--- config.mk ---
export PLATFORM = sky130hd
export DESIGN_NAME = aud_wr_arbiter_flat
export DESIGN_NICKNAME = d
export VERILOG_FILES = /design/src/rtl/aud_ctrl_pkg.sv /design/src/rtl/aud_wr_arbiter_if.sv /design/src/rtl/aud_wr_arbiter_rr.sv /design/src/rtl/aud_wr_arbiter.sv /design/src/flat_wrapper.sv
export SDC_FILE = /design/constraint.sdc
export NUM_CORES = 1
export LEC_CHECK = 0
export CELL_PAD_IN_SITES_DETAIL_PLACEMENT = 1
export CELL_PAD_IN_SITES_GLOBAL_PLACEMENT = 2
export CORE_ASPECT_RATIO = 0.9
export CORE_MARGIN = 2
export CORE_UTILIZATION = 28
export DETAILED_ROUTE_END_ITERATION = 8
export PLACE_DENSITY = 0.88
export SETUP_SLACK_MARGIN = 0.15
export SKIP_CTS_REPAIR_TIMING = 1
export SLEW_MARGIN = 20
export SYNTH_ARGS = -nofsm -noshare
export SYNTH_HDL_FRONTEND = slang
export SYNTH_SLANG_ARGS = --single-unit
--- constraint.sdc ---
create_clock -name clk -period 5.7 [get_ports clk]
set_input_delay 1.425 -clock clk [delete_from_list [all_inputs] [get_ports clk]]
set_output_delay 1.425 -clock clk [all_outputs]
set_load 0.02 [all_outputs]
--- src/rtl/aud_ctrl_pkg.sv ---
// Shared widths, FSM state encoding and small helpers for the audio write arbiter.
package aud_ctrl_pkg;

    localparam int ADDR_W = 4;
    localparam int DATA_W = 7;
    localparam int N_REQ  = 4;

    typedef enum logic [1:0] {
        IDLE      = 2'd0,
        ADDR_DATA = 2'd1,
        RESP      = 2'd2,
        DONE      = 2'd3
    } state_t;

    function automatic logic [N_REQ-1:0] onehot4(input logic [1:0] idx);
        onehot4 = 4'b0001 << idx;
    endfunction

endpackage

--- src/rtl/aud_wr_arbiter_if.sv ---
// Write-address / write-data / write-response bus between the arbiter and the memory side.
interface aud_wr_arbiter_if;
    import aud_ctrl_pkg::*;

    logic [ADDR_W-1:0] AWADDR;
    logic              AWVALID;
    logic              AWREADY;
    logic [DATA_W-1:0] WDATA;
    logic              WVALID;
    logic              WREADY;
    logic              BVALID;
    logic              BREADY;

    modport master (
        output AWADDR, AWVALID, WDATA, WVALID, BREADY,
        input  AWREADY, WREADY, BVALID
    );

    modport slave (
        input  AWADDR, AWVALID, WDATA, WVALID, BREADY,
        output AWREADY, WREADY, BVALID
    );

endinterface

--- src/rtl/aud_wr_arbiter_rr.sv ---
// Combinational round-robin picker: lowest requesting index at or after ptr, wrapping.
module rr_arbiter
    import aud_ctrl_pkg::*;
(
    input  logic [N_REQ-1:0] req,
    input  logic [1:0]       ptr,
    output logic             gnt_valid,
    output logic [1:0]       gnt_idx
);

    logic [N_REQ-1:0] rot_s;
    logic [1:0]       off_s;

    // Rotate so the pointer position lands on bit 0, then take the lowest set bit.
    always_comb begin
        rot_s = N_REQ'({req, req} >> ptr);
        off_s = 2'd0;
        for (int k = N_REQ - 1; k >= 0; k--) begin
            if (rot_s[k]) begin
                off_s = 2'(k);
            end else begin
                off_s = off_s;
            end
        end
        gnt_valid = |rot_s;
        gnt_idx   = ptr + off_s;
    end

endmodule

--- src/rtl/aud_wr_arbiter.sv ---
// Arbitrates four requesters onto one write bus; one transaction at a time with a
// response timeout that aborts and reports err to the owning requester.
module aud_wr_arbiter #(
    parameter int N_REQ   = 4,
    parameter int TIMEOUT = 64
) (
    input  logic                                clk,
    input  logic                                ARESET,
    input  logic [N_REQ-1:0]                    req,
    input  logic [N_REQ*aud_ctrl_pkg::ADDR_W-1:0] req_addr,
    input  logic [N_REQ*aud_ctrl_pkg::DATA_W-1:0] req_data,
    output logic [N_REQ-1:0]                    ack,
    output logic [N_REQ-1:0]                    err,
    output logic                                busy,
    aud_wr_arbiter_if.master                    bus
);
    import aud_ctrl_pkg::*;

    localparam int CNT_W = $clog2(TIMEOUT + 1);
    localparam logic [CNT_W-1:0] CNT_LAST = CNT_W'(TIMEOUT - 1);

    state_t            state_r;
    logic [1:0]        g_r, ptr_r;
    logic [CNT_W-1:0]  cnt_r;
    logic              aw_done_r, w_done_r;
    logic              awvalid_r, wvalid_r, bready_r, busy_r;
    logic [ADDR_W-1:0] awaddr_r;
    logic [DATA_W-1:0] wdata_r;
    logic [N_REQ-1:0]  ack_r, err_r;

    logic              gnt_valid_s;
    logic [1:0]        gnt_idx_s;
    logic              aw_hs_s, w_hs_s, aw_fin_s, w_fin_s;

    rr_arbiter u_rr (
        .req       (req),
        .ptr       (ptr_r),
        .gnt_valid (gnt_valid_s),
        .gnt_idx   (gnt_idx_s)
    );

    assign aw_hs_s  = awvalid_r & bus.AWREADY;
    assign w_hs_s   = wvalid_r & bus.WREADY;
    assign aw_fin_s = aw_done_r | aw_hs_s;
    assign w_fin_s  = w_done_r | w_hs_s;

    // Transaction FSM; every output is a register updated here.
    always_ff @(posedge clk) begin
        if (ARESET) begin
            state_r   <= IDLE;
            g_r       <= 2'd0;
            ptr_r     <= 2'd0;
            cnt_r     <= {CNT_W{1'b0}};
            aw_done_r <= 1'b0;
            w_done_r  <= 1'b0;
            awvalid_r <= 1'b0;
            wvalid_r  <= 1'b0;
            bready_r  <= 1'b0;
            busy_r    <= 1'b0;
            awaddr_r  <= {ADDR_W{1'b0}};
            wdata_r   <= {DATA_W{1'b0}};
            ack_r     <= {N_REQ{1'b0}};
            err_r     <= {N_REQ{1'b0}};
        end else begin
            ack_r <= {N_REQ{1'b0}};
            err_r <= {N_REQ{1'b0}};
            case (state_r)
                IDLE: begin
                    if (gnt_valid_s) begin
                        g_r       <= gnt_idx_s;
                        awaddr_r  <= req_addr[ADDR_W*gnt_idx_s +: ADDR_W];
                        wdata_r   <= req_data[DATA_W*gnt_idx_s +: DATA_W];
                        awvalid_r <= 1'b1;
                        wvalid_r  <= 1'b1;
                        aw_done_r <= 1'b0;
                        w_done_r  <= 1'b0;
                        cnt_r     <= {CNT_W{1'b0}};
                        busy_r    <= 1'b1;
                        state_r   <= ADDR_DATA;
                    end
                end
                ADDR_DATA: begin
                    cnt_r <= cnt_r + CNT_W'(1);
                    if (cnt_r == CNT_LAST) begin
                        awvalid_r <= 1'b0;
                        wvalid_r  <= 1'b0;
                        bready_r  <= 1'b0;
                        err_r     <= onehot4(g_r);
                        ptr_r     <= g_r + 2'd1;
                        state_r   <= DONE;
                    end else begin
                        // Each channel drops its VALID independently once accepted.
                        awvalid_r <= awvalid_r & ~bus.AWREADY;
                        wvalid_r  <= wvalid_r & ~bus.WREADY;
                        aw_done_r <= aw_fin_s;
                        w_done_r  <= w_fin_s;
                        if (aw_fin_s && w_fin_s) begin
                            bready_r <= 1'b1;
                            state_r  <= RESP;
                        end
                    end
                end
                RESP: begin
                    cnt_r <= cnt_r + CNT_W'(1);
                    // A response on the last budget cycle still counts as completion.
                    if (bus.BVALID) begin
                        bready_r <= 1'b0;
                        ack_r    <= onehot4(g_r);
                        ptr_r    <= g_r + 2'd1;
                        state_r  <= DONE;
                    end else if (cnt_r == CNT_LAST) begin
                        bready_r <= 1'b0;
                        err_r    <= onehot4(g_r);
                        ptr_r    <= g_r + 2'd1;
                        state_r  <= DONE;
                    end
                end
                DONE: begin
                    busy_r  <= 1'b0;
                    state_r <= IDLE;
                end
                default: begin
                    awvalid_r <= 1'b0;
                    wvalid_r  <= 1'b0;
                    bready_r  <= 1'b0;
                    busy_r    <= 1'b0;
                    state_r   <= IDLE;
                end
            endcase
        end
    end

    assign bus.AWADDR  = awaddr_r;
    assign bus.AWVALID = awvalid_r;
    assign bus.WDATA   = wdata_r;
    assign bus.WVALID  = wvalid_r;
    assign bus.BREADY  = bready_r;
    assign ack         = ack_r;
    assign err         = err_r;
    assign busy        = busy_r;

endmodule

--- src/flat_wrapper.sv ---
// flat-port wrapper written by rule: the top's interface ports become plain ports
module aud_wr_arbiter_flat import aud_ctrl_pkg::*;
#(
    parameter int N_REQ   = 4,
    parameter int TIMEOUT = 64
)
  (clk, ARESET, req, req_addr, req_data, ack, err, busy, bus_AWADDR, bus_AWVALID, bus_WDATA, bus_WVALID, bus_BREADY, bus_AWREADY, bus_WREADY, bus_BVALID);
  aud_wr_arbiter_if bus_i ();
  input  logic clk;
  input  logic ARESET;
  input  logic [N_REQ-1:0] req;
  input  logic [N_REQ*aud_ctrl_pkg::ADDR_W-1:0] req_addr;
  input  logic [N_REQ*aud_ctrl_pkg::DATA_W-1:0] req_data;
  output logic [N_REQ-1:0] ack;
  output logic [N_REQ-1:0] err;
  output logic busy;
  output wire logic [$bits(bus_i.AWADDR)-1:0] bus_AWADDR;
  output wire logic [$bits(bus_i.AWVALID)-1:0] bus_AWVALID;
  output wire logic [$bits(bus_i.WDATA)-1:0] bus_WDATA;
  output wire logic [$bits(bus_i.WVALID)-1:0] bus_WVALID;
  output wire logic [$bits(bus_i.BREADY)-1:0] bus_BREADY;
  input wire logic [$bits(bus_i.AWREADY)-1:0] bus_AWREADY;
  input wire logic [$bits(bus_i.WREADY)-1:0] bus_WREADY;
  input wire logic [$bits(bus_i.BVALID)-1:0] bus_BVALID;
  assign bus_AWADDR = bus_i.AWADDR;
  assign bus_AWVALID = bus_i.AWVALID;
  assign bus_WDATA = bus_i.WDATA;
  assign bus_WVALID = bus_i.WVALID;
  assign bus_BREADY = bus_i.BREADY;
  assign bus_i.AWREADY = bus_AWREADY;
  assign bus_i.WREADY = bus_WREADY;
  assign bus_i.BVALID = bus_BVALID;
  aud_wr_arbiter #(.N_REQ(N_REQ), .TIMEOUT(TIMEOUT)) u_core (.clk(clk), .ARESET(ARESET), .req(req), .req_addr(req_addr), .req_data(req_data), .ack(ack), .err(err), .busy(busy), .bus(bus_i));
endmodule
; ---- After elaboration in Yosys (flattened, before gate mapping)
; Cells that the tools add are included.
[word_totals]
reg_bits = 38
in_bits = 53
output_inout_bits = 23
wordCells = 90
[classes]
n_addsub = 3
multipliers = 1
eq_ne = 8
shifts = 4
mux = 34
n_bitwise = 10
reduce_logical = 16
[op_table]
columns = op, count
row1 = 28-bit by 6-bit variable part select with 7-bit output, 1
row2 = 2-bit 2-to-1 mux, 11
row3 = 16-bit by 5-bit variable part select with 4-bit output, 1
row4 = 7-bit case mux with 2 select lines, 1
row5 = 1-bit case mux with 2 select lines, 6
row6 = 1-bit 2-to-1 mux, 10
row7 = 3-bit AND reduction, 3
row8 = 4-bit 2-to-1 mux, 2
row9 = 2-bit case mux with 4 select lines, 1
row10 = 4-bit case mux with 2 select lines, 1
row11 = 2-bit AND reduction, 4
row12 = 2-bit nonzero test, 4
row13 = 8-bit by 2-bit right shift with 4-bit output, 1
row14 = "7-bit by 1-bit adder with 7-bit output, second input constant", 1
row15 = "7-bit by 6-bit == test with 1-bit output, second input constant", 1
row16 = 7-bit 2-to-1 mux, 1
row17 = "3-bit by 2-bit multiplier with 5-bit output, first input constant", 1
row18 = 1-bit AND, 4
row19 = "2-bit == test, second input constant", 2
row20 = 1-bit inverter, 4
row21 = 2-bit case mux with 2 select lines, 1
row22 = 4-bit OR reduction, 1
row23 = "1-bit by 2-bit << shifter with 4-bit output, first input constant", 1
row24 = "3-bit by 1-bit != test with 1-bit output, second input constant", 1
row25 = 11 further kinds, 12

; ---- Longest topological paths before layout
; Gate-level depths: netlist of the first run.
[logic_depth]
word_depth = 8
mapped_depth = 13

; ---- Hierarchy
; A second synthesis of the first run with hierarchy kept.
[hier_totals]
cells_unflattened = 231
hier_area_um2 = 2137.0
[modules_own_cells]
columns = mod, instances, cells_each, area_each_um2
row1 = aud_wr_arbiter, 1, 208, 1956.9
row2 = rr_arbiter, 1, 23, 180.2

; ---- Worst setup path after synthesis of the first run
; No wires, ideal clock.
[synth_timing]
path_type = input port to flip-flop
from = input port req[0]
to = register u_core.wdata_r[1], in the netlist u_core.bus.WDATA[1]
setup_time_ns = 0.114
t_arrival_ns = 3.559
setup_slack_ns = 2.027
cell_stages = 10
path_cell_list = buf_4 or4_1 nand3_1 ha_1 clkbuf_1 clkbuf_1 mux2_2 a22oi_1 mux2i_1 a21o_1
[synth_via]
elab_chain_cells = 8
elab_cells_between_ends = 10
classes_between = add/sub (1) / mul (1) / shift (2) / mux (4) / reduce/logical (2)
[synth_lines]
columns = element, line_no
row1 = "start, declared", flat_wrapper.sv:11  ; input logic [N_REQ-1:0] req;
row2 = 8-bit by 2-bit right shift with 4-bit output (*), aud_wr_arbiter_rr.sv:16  ; rot_s = N_REQ'({req, req} >> ptr);
row3 = 2-bit 2-to-1 mux (3 in a row), aud_wr_arbiter_rr.sv:19  ; if (rot_s[k]) begin
row4 = 2-bit 2-to-1 mux (*), aud_wr_arbiter_rr.sv:19
row5 = 2-bit adder (*), aud_wr_arbiter_rr.sv:26  ; gnt_idx = ptr + off_s;
row6 = net u_core.gnt_idx_s[0], aud_wr_arbiter.sv:32  ; logic [1:0] gnt_idx_s;
row7 = 3-bit by 2-bit multiplier with 5-bit output (*), aud_wr_arbiter.sv:72  ; wdata_r <= req_data[DATA_W*gnt_idx_s +: DATA_W];
row8 = 28-bit by 6-bit variable part select with 7-bit output (*), aud_wr_arbiter.sv:72
row9 = "end signal, assigned", aud_wr_arbiter.sv:61  ; wdata_r <= {DATA_W{1'b0}};
row10 = "end signal, assigned", aud_wr_arbiter.sv:72
row11 = "end, declared", aud_wr_arbiter.sv:28  ; logic [DATA_W-1:0] wdata_r;
; Mark *: on every way through the listed nets, which the timed path passes. The rest lies on a longest branch.
; A chain may end at the register's enable or synchronous reset.

; ---- Worst setup path after layout of the first run
[layout_timing]
from = input port req[0]
to = register u_core.wdata_r[3], in the netlist u_core.bus.WDATA[3]
; Same word-level chain as after synthesis.

==> run metrics, run 1 <==
outcome completed; Yosys cell types 42; RSZ-0062 raised after global routing no; CTS tree yes; Final setup violation count 0; Clock Path Buffers 2; NumNets Final 391; top cell type's share of synthesized area 34.00%; H-tree level count 2; crit path buf inv count 1; Static Leak 1.247 nW; Final min period 4.249 ns; share of cells above drive strength 1 10.67%; Die Ht 88.80 um; dpl hpwl 5234 um; cell total after placement 416; Power Density 365.4 nW/um2; cell taking the most area after synthesis dfxtp_1; largest net degree at the start of global routing 25; Core ar. 7657 um2; Critical Path End Type register; Synth Area per Inst 8.773 um2; FMAX 0.2353 GHz; largest cells by area after synthesis dfxtp_1, mux2_2, a22oi_1; Die Width 98.22 um; FF+latch count, synth 38; total grt overflow 0; Slew @ Worst Pin 0.9388 ns; Crit path largest cell delay 0.91 ns; Post-Layout Inst Area 3188 um2; GRT Util Overall 14.89%; row count 30; fin crit share 74.55%; sequential area share after synthesis 34.00%; initial antenna violation count 0; IO buf count 75; Max Slew Vio Count 0; register area 760.7 um2; TNS Setup 0 ns; Layout area overhead 42.51%; vias per inst 5.054; CTS Buf Count 5; syn_nets 319; Slew headroom 37.41%; cell mode on critical path o21ai_0; kind of cell adding the most delay to the critical path adder cells; Fill cells 893; ANT nets after route 0; Sink Count 38; crit path cell chain clkdlybuf4s50_1 -> nor2_1 -> nand2_1 -> o21ai_0 -> o21ai_0 -> nand3_1 -> ha_1 -> mux2_2 -> a22oi_1 -> mux2i_1 -> a21o_1; peak supply drop 0.0001413 V; Root Driver clkbuf_8; worst path arrival time 4.43 ns; Crit Path Class input pin to register; Final WS setup 1.451 ns; Final Hold Vio Count 0; Post-Place Setup Slack 1.145 ns; Min Hold Slack 0.4565 ns; Routed wire per std cell 15.57 um; DR vias 2143; Placed Area 3078 um2; Hold Path Class register to register; die area 8722 um2; Post-Syn Area 2237 um2; post-route insts no fill 424; clock skew 0.004525 ns; Clk Latency, worst-skew pair 0.28 ns; clock slew at reported path FFs 0.08 ns; DR DRC count 0; 1st-iter DRT viols 53; startpoint type of the worst setup path input pin; Starting Density 29.22%; combined area of the multi-input logic cells 1401 um2; io pins 76; Post-Synthesis Cells 255; DR pass1 iterations 4; CP Max Fanout 24; required time of the critical path 5.88 ns; Max Cap Viol 0; Synth Warn # 0; gp weighted congestion 0.7642; # diodes 0; first-pass GRT wire length 10480 um; number of global-route vias before repair 2160; slowest CP cell ha_1; Total Routed Length 6600 um
-- final cells by class --
class                           count  share of cell area [%]
Inverter                            8                  0.9419
Multi-Input combinational cell    197                   43.96
Tap cell                           96                   3.768
Sequential cell                    38                   23.86
Clock buffer                        8                   3.454
Timing Repair Buffer               77                   24.02
-- cell usage in the layout (no fill, tap or decap), drive strengths merged, types with 6 or more instances in the layout --
master         count
ha                11
clkdlybuf4s50     75
nor2              38
mux2              20
nand2b             7
mux2i             13
a22oi             20
clkbuf             8
dfxtp             38
inv                8
o21ai              7
a21oi             11
nand2             14
a21o              13
nand3              6
-- Yosys cell counts (all sizes together) --
master / count
a21o: 13
nor3: 3
buf: 7
nand2b: 7
xor2: 3
o21ai: 7
o22ai: 2
a221o: 1
a21oi: 11
ha: 11
clkbuf: 5
nor2b: 3
o211a: 2
inv: 8
or4b: 1
o211ai: 2
a22oi: 20
nand2: 14
nand3: 6
nor3b: 2
nor4: 1
or4: 1
o31ai: 1
or3: 2
a32oi: 1
a31oi: 3
a311oi: 2
or2: 1
xnor2: 2
dfxtp: 38
a32o: 1
mux2i: 13
nand4: 1
nand3b: 1
nor2: 38
nor4b: 1
mux2: 20
-- through the flow --
stage          utilization (%)  power (mW)
6_report                 41.63       1.165
5_1_grt                  41.63       1.261
4_1_cts                  41.63       1.182
3_5_place_dp             40.20      0.9592
3_3_place_gp             40.20      0.9385
2_1_floorplan                -      0.7400
-- routing by layer --
metal	GRT usage, %	up-vias	part of all wire (%)	wire length [um]
met2	26.90	27	52	3411
met4	3.611	0	0.64	42
li1	-	1066	-	-
met3	3.002	2	2.7	176
met5	0	-	0	0
met1	18.46	1048	45	2970
-- logic make-up after synthesis --
| logic type | share of synthesized area, % |
|---|---|
| compound gates | 20.47 |
| flops | 34.00 |
| xor+xnor | 1.958 |
| mux | 15.88 |
| simple gates | 17.73 |
| fa+ha+maj | 6.152 |
| buf+inv | 3.803 |
-- worst paths after layout --
kind / from / slack (ns) / depth (start not counted) / endpoint
worst max register to register: u_core.ptr_r[0] / 2.68 / 10 / u_core.bus.WDATA[3]
worst min register to register: u_core.bus.WDATA[2] / 0.46 / 1 / u_core.bus.WDATA[2]
worst min-delay path: u_core.bus.WDATA[2] / 0.46 / 1 / u_core.bus.WDATA[2]
worst max-delay path: req[0] / 1.45 / 11 / u_core.bus.WDATA[3]
-- state kept, by name (all words and copies together) (netlist names), 2 cells and up --
| signal | flops |
|---|---|
| u_core.bus.AWADDR | 4 |
| u_core.g_r | 2 |
| u_core.err | 4 |
| u_core.ptr_r | 2 |
| u_core.state_r | 2 |
| u_core.cnt_r | 7 |
| u_core.ack | 4 |
| u_core.bus.WDATA | 7 |
-- report_power, final --
| group | switching (mW) | leakage [nW] | internal [mW] |
|---|---|---|---|
| registers | 0.0442 | 0.311 | 0.326 |
| clock network | 0.0942 | 0.0575 | 0.122 |
| logic | 0.314 | 0.879 | 0.264 |
| total | 0.452 | 1.25 | 0.713 |
(Power assumes the default switching activity.)
==> run 2, diff against run 1 <==
CORE_UTILIZATION = 26   (was 28)
PLACE_DENSITY = 0.83   (was 0.88)
clock period = 4.1 ns   (was 5.7 ns; I/O delays follow)
==> run metrics, run 2 (synthesized netlist as in run 1, its figures left out) <==
ANT nets after route 0 (unchanged); required time of the critical path 4.35 ns (-1.53 ns); combinational fraction of design power 47.2% (-2.4 points); Post-Layout Inst Area 3283 um2 (+3.0%); startpoint type of the worst setup path input pin; GRT Util Overall 15.80% (+0.91 points); Clock Path Buffers 2 (unchanged); DR pass1 iterations 4 (unchanged); Clk Latency, worst-skew pair 0.30 ns (+0.02 ns); sequential fraction of design power 29.6% (-2.2 points); internal power component 1.090 mW (+53%); Placed Area 3134 um2 (+1.8%); NumNets Final 393 (+0.51%); Die Ht 92 um (+3.6%); Core ar. 8448 um2 (+10%); Starting Density 26.48% (-2.7 points); clock slew at reported path FFs 0.08 ns (about the same); clock skew 0.004240 ns (-0.0002848 ns); worst path arrival time 3.77 ns (-0.66 ns); Max Cap Viol 0 (unchanged); final core utilization 38.86% (-2.8 points); Critical Path End Type register; met2 usage 26.10% (-0.80 points); outcome completed; Sink Count 38 (unchanged); clock power share 23.1% (+4.5 points); largest net degree at the start of global routing 25 (unchanged); Fill cells 982 (+10%); # diodes 0 (unchanged); Layout area overhead 46.76%; initial antenna violation count 0 (unchanged); Total Routed Length 7063 um (+7.0%); H-tree level count 2 (unchanged); Net Switching 0.6565 mW (+45%); vias per inst 4.875 (-3.5%); post-route insts no fill 449 (+5.9%); Hold Path Class register to register; DR vias 2189 (+2.1%); Crit Path Class input pin to register; most frequent cells in the layout clkdlybuf4s50_1, nor2_1, dfxtp_1, mux2_2, a22oi_1; M1 GR Usage 20.26% (+1.8 points); grt met3 use 2.896% (-0.11 points); RSZ-0062 raised after global routing no; DR DRC count 0 (unchanged); CP Max Fanout 20 (-17%); 1st-iter DRT viols 83 (+57%); gp weighted congestion 0.7640 (about the same); Power Density 532.0 nW/um2 (+46%); dpl hpwl 5419 um (+3.5%); Root Driver clkbuf_8; IO buf count 75 (unchanged); Die Width 101.8 um (+3.6%); total grt overflow 0 (unchanged); fin crit share 85.83%; io pins 76 (unchanged); FMAX 0.2842 GHz; Max Slew Vio Count 0 (unchanged); Slew @ Worst Pin 0.7400 ns (-0.1987 ns); cell total after placement 441 (+6.0%); Final setup violation count 0 (unchanged); Static Leak 1.277 nW (+2.4%); die area 9363 um2 (+7.4%); first-pass GRT wire length 11570 um (+10%); register area 760.7 um2 (unchanged); share of cells above drive strength 1 11.21% (+0.54 points); Slew headroom 50.50% (+13 points); CTS Buf Count 5 (unchanged); number of global-route vias before repair 2362 (+9.4%); Routed wire per std cell 15.73 um (+1.1%); peak supply drop 0.0002189 V (+55%); combined area of the multi-input logic cells 1408 um2 (+0.45%); row count 32 (+6.7%); CTS tree yes; Net Sw Frac 37.58% (-1.2 points); Most Used Layer, Global Route met2; most common cell after layout, fill and taps aside clkdlybuf4s50_1; Final min period 3.519 ns; Final Hold Vio Count 0 (unchanged)
==> run 2: cell types whose count changed in the layout (fill, tap and decap cells not counted) <==
cell and change:
buf_4 +1, nor3_4 +1, clkbuf_8 -2, nor3_2 -1
buf_12 +1, bufinv_16 +2
==> run 2: cell type report <==
type | count | area share (%)
Multi-Input combinational cell | 197 | 42.87
Timing Repair Buffer | 79 | 24.16
Sequential cell | 38 | 23.17
Tap cell | 119 | 4.535
Clock buffer | 6 | 2.515
Clock inverter | 2 | 1.829
Inverter | 8 | 0.9146
==> run 2: per-layer routing <==
metal | wire length (um) | part of all wire (%)
met4 | 120 | 1.7
met5 | 0 | 0
met3 | 164 | 2.3
met1 | 3196 | 45
met2 | 3581 | 51
==> run 2: power by group through the flow <==
stage / clock (mW) / combinational (mW) / sequential (mW)
finish: 0.404 / 0.825 / 0.517
global route: 0.432 / 0.918 / 0.530
CTS: 0.417 / 0.829 / 0.518
detailed placement: 0 / 0.817 / 0.526
global placement: 0 / 0.797 / 0.524
floorplan: 0 / 0.448 / 0.581
==> run 2: critical path: stages <==
cell,delay [ns]
clkdlybuf4s50_1,0.65
nor2_1,0.10
nand2_1,0.08
o21ai_0,0.07
o21ai_0,0.16
nand3_1,0.11
ha_1,0.20
xor2_1,0.19
nor3_4,0.60
a22oi_1,0.22
mux2i_1,0.24
a21o_1,0.11
==> run 2: final timing paths <==
kind / from / endpoint / slack [ns] / depth (start not counted)
setup reg to reg: u_core.ptr_r[0] / u_core.bus.WDATA[1] / 1.38 / 11
hold / removal: u_core.bus.AWADDR[2] / u_core.bus.AWADDR[2] / 0.45 / 1
hold reg to reg: u_core.bus.AWADDR[2] / u_core.bus.AWADDR[2] / 0.45 / 1
setup / recovery: req[0] / u_core.bus.WDATA[1] / 0.58 / 12
==> run 2: metrics by stage <==
step	setup WS, ns	setup TNS (ns)	power, mW	hold slack (ns)
6_report	0.5810	0	1.747	0.4547
3_3_place_gp	0.1230	0	1.320	0.4329
4_1_cts	0.2721	0	1.765	0.4581
2_1_floorplan	0.8271	0	1.029	0.4584
3_5_place_dp	-0.02582	-0.05104	1.344	0.4398
5_1_grt	0.3426	0	1.880	0.4851
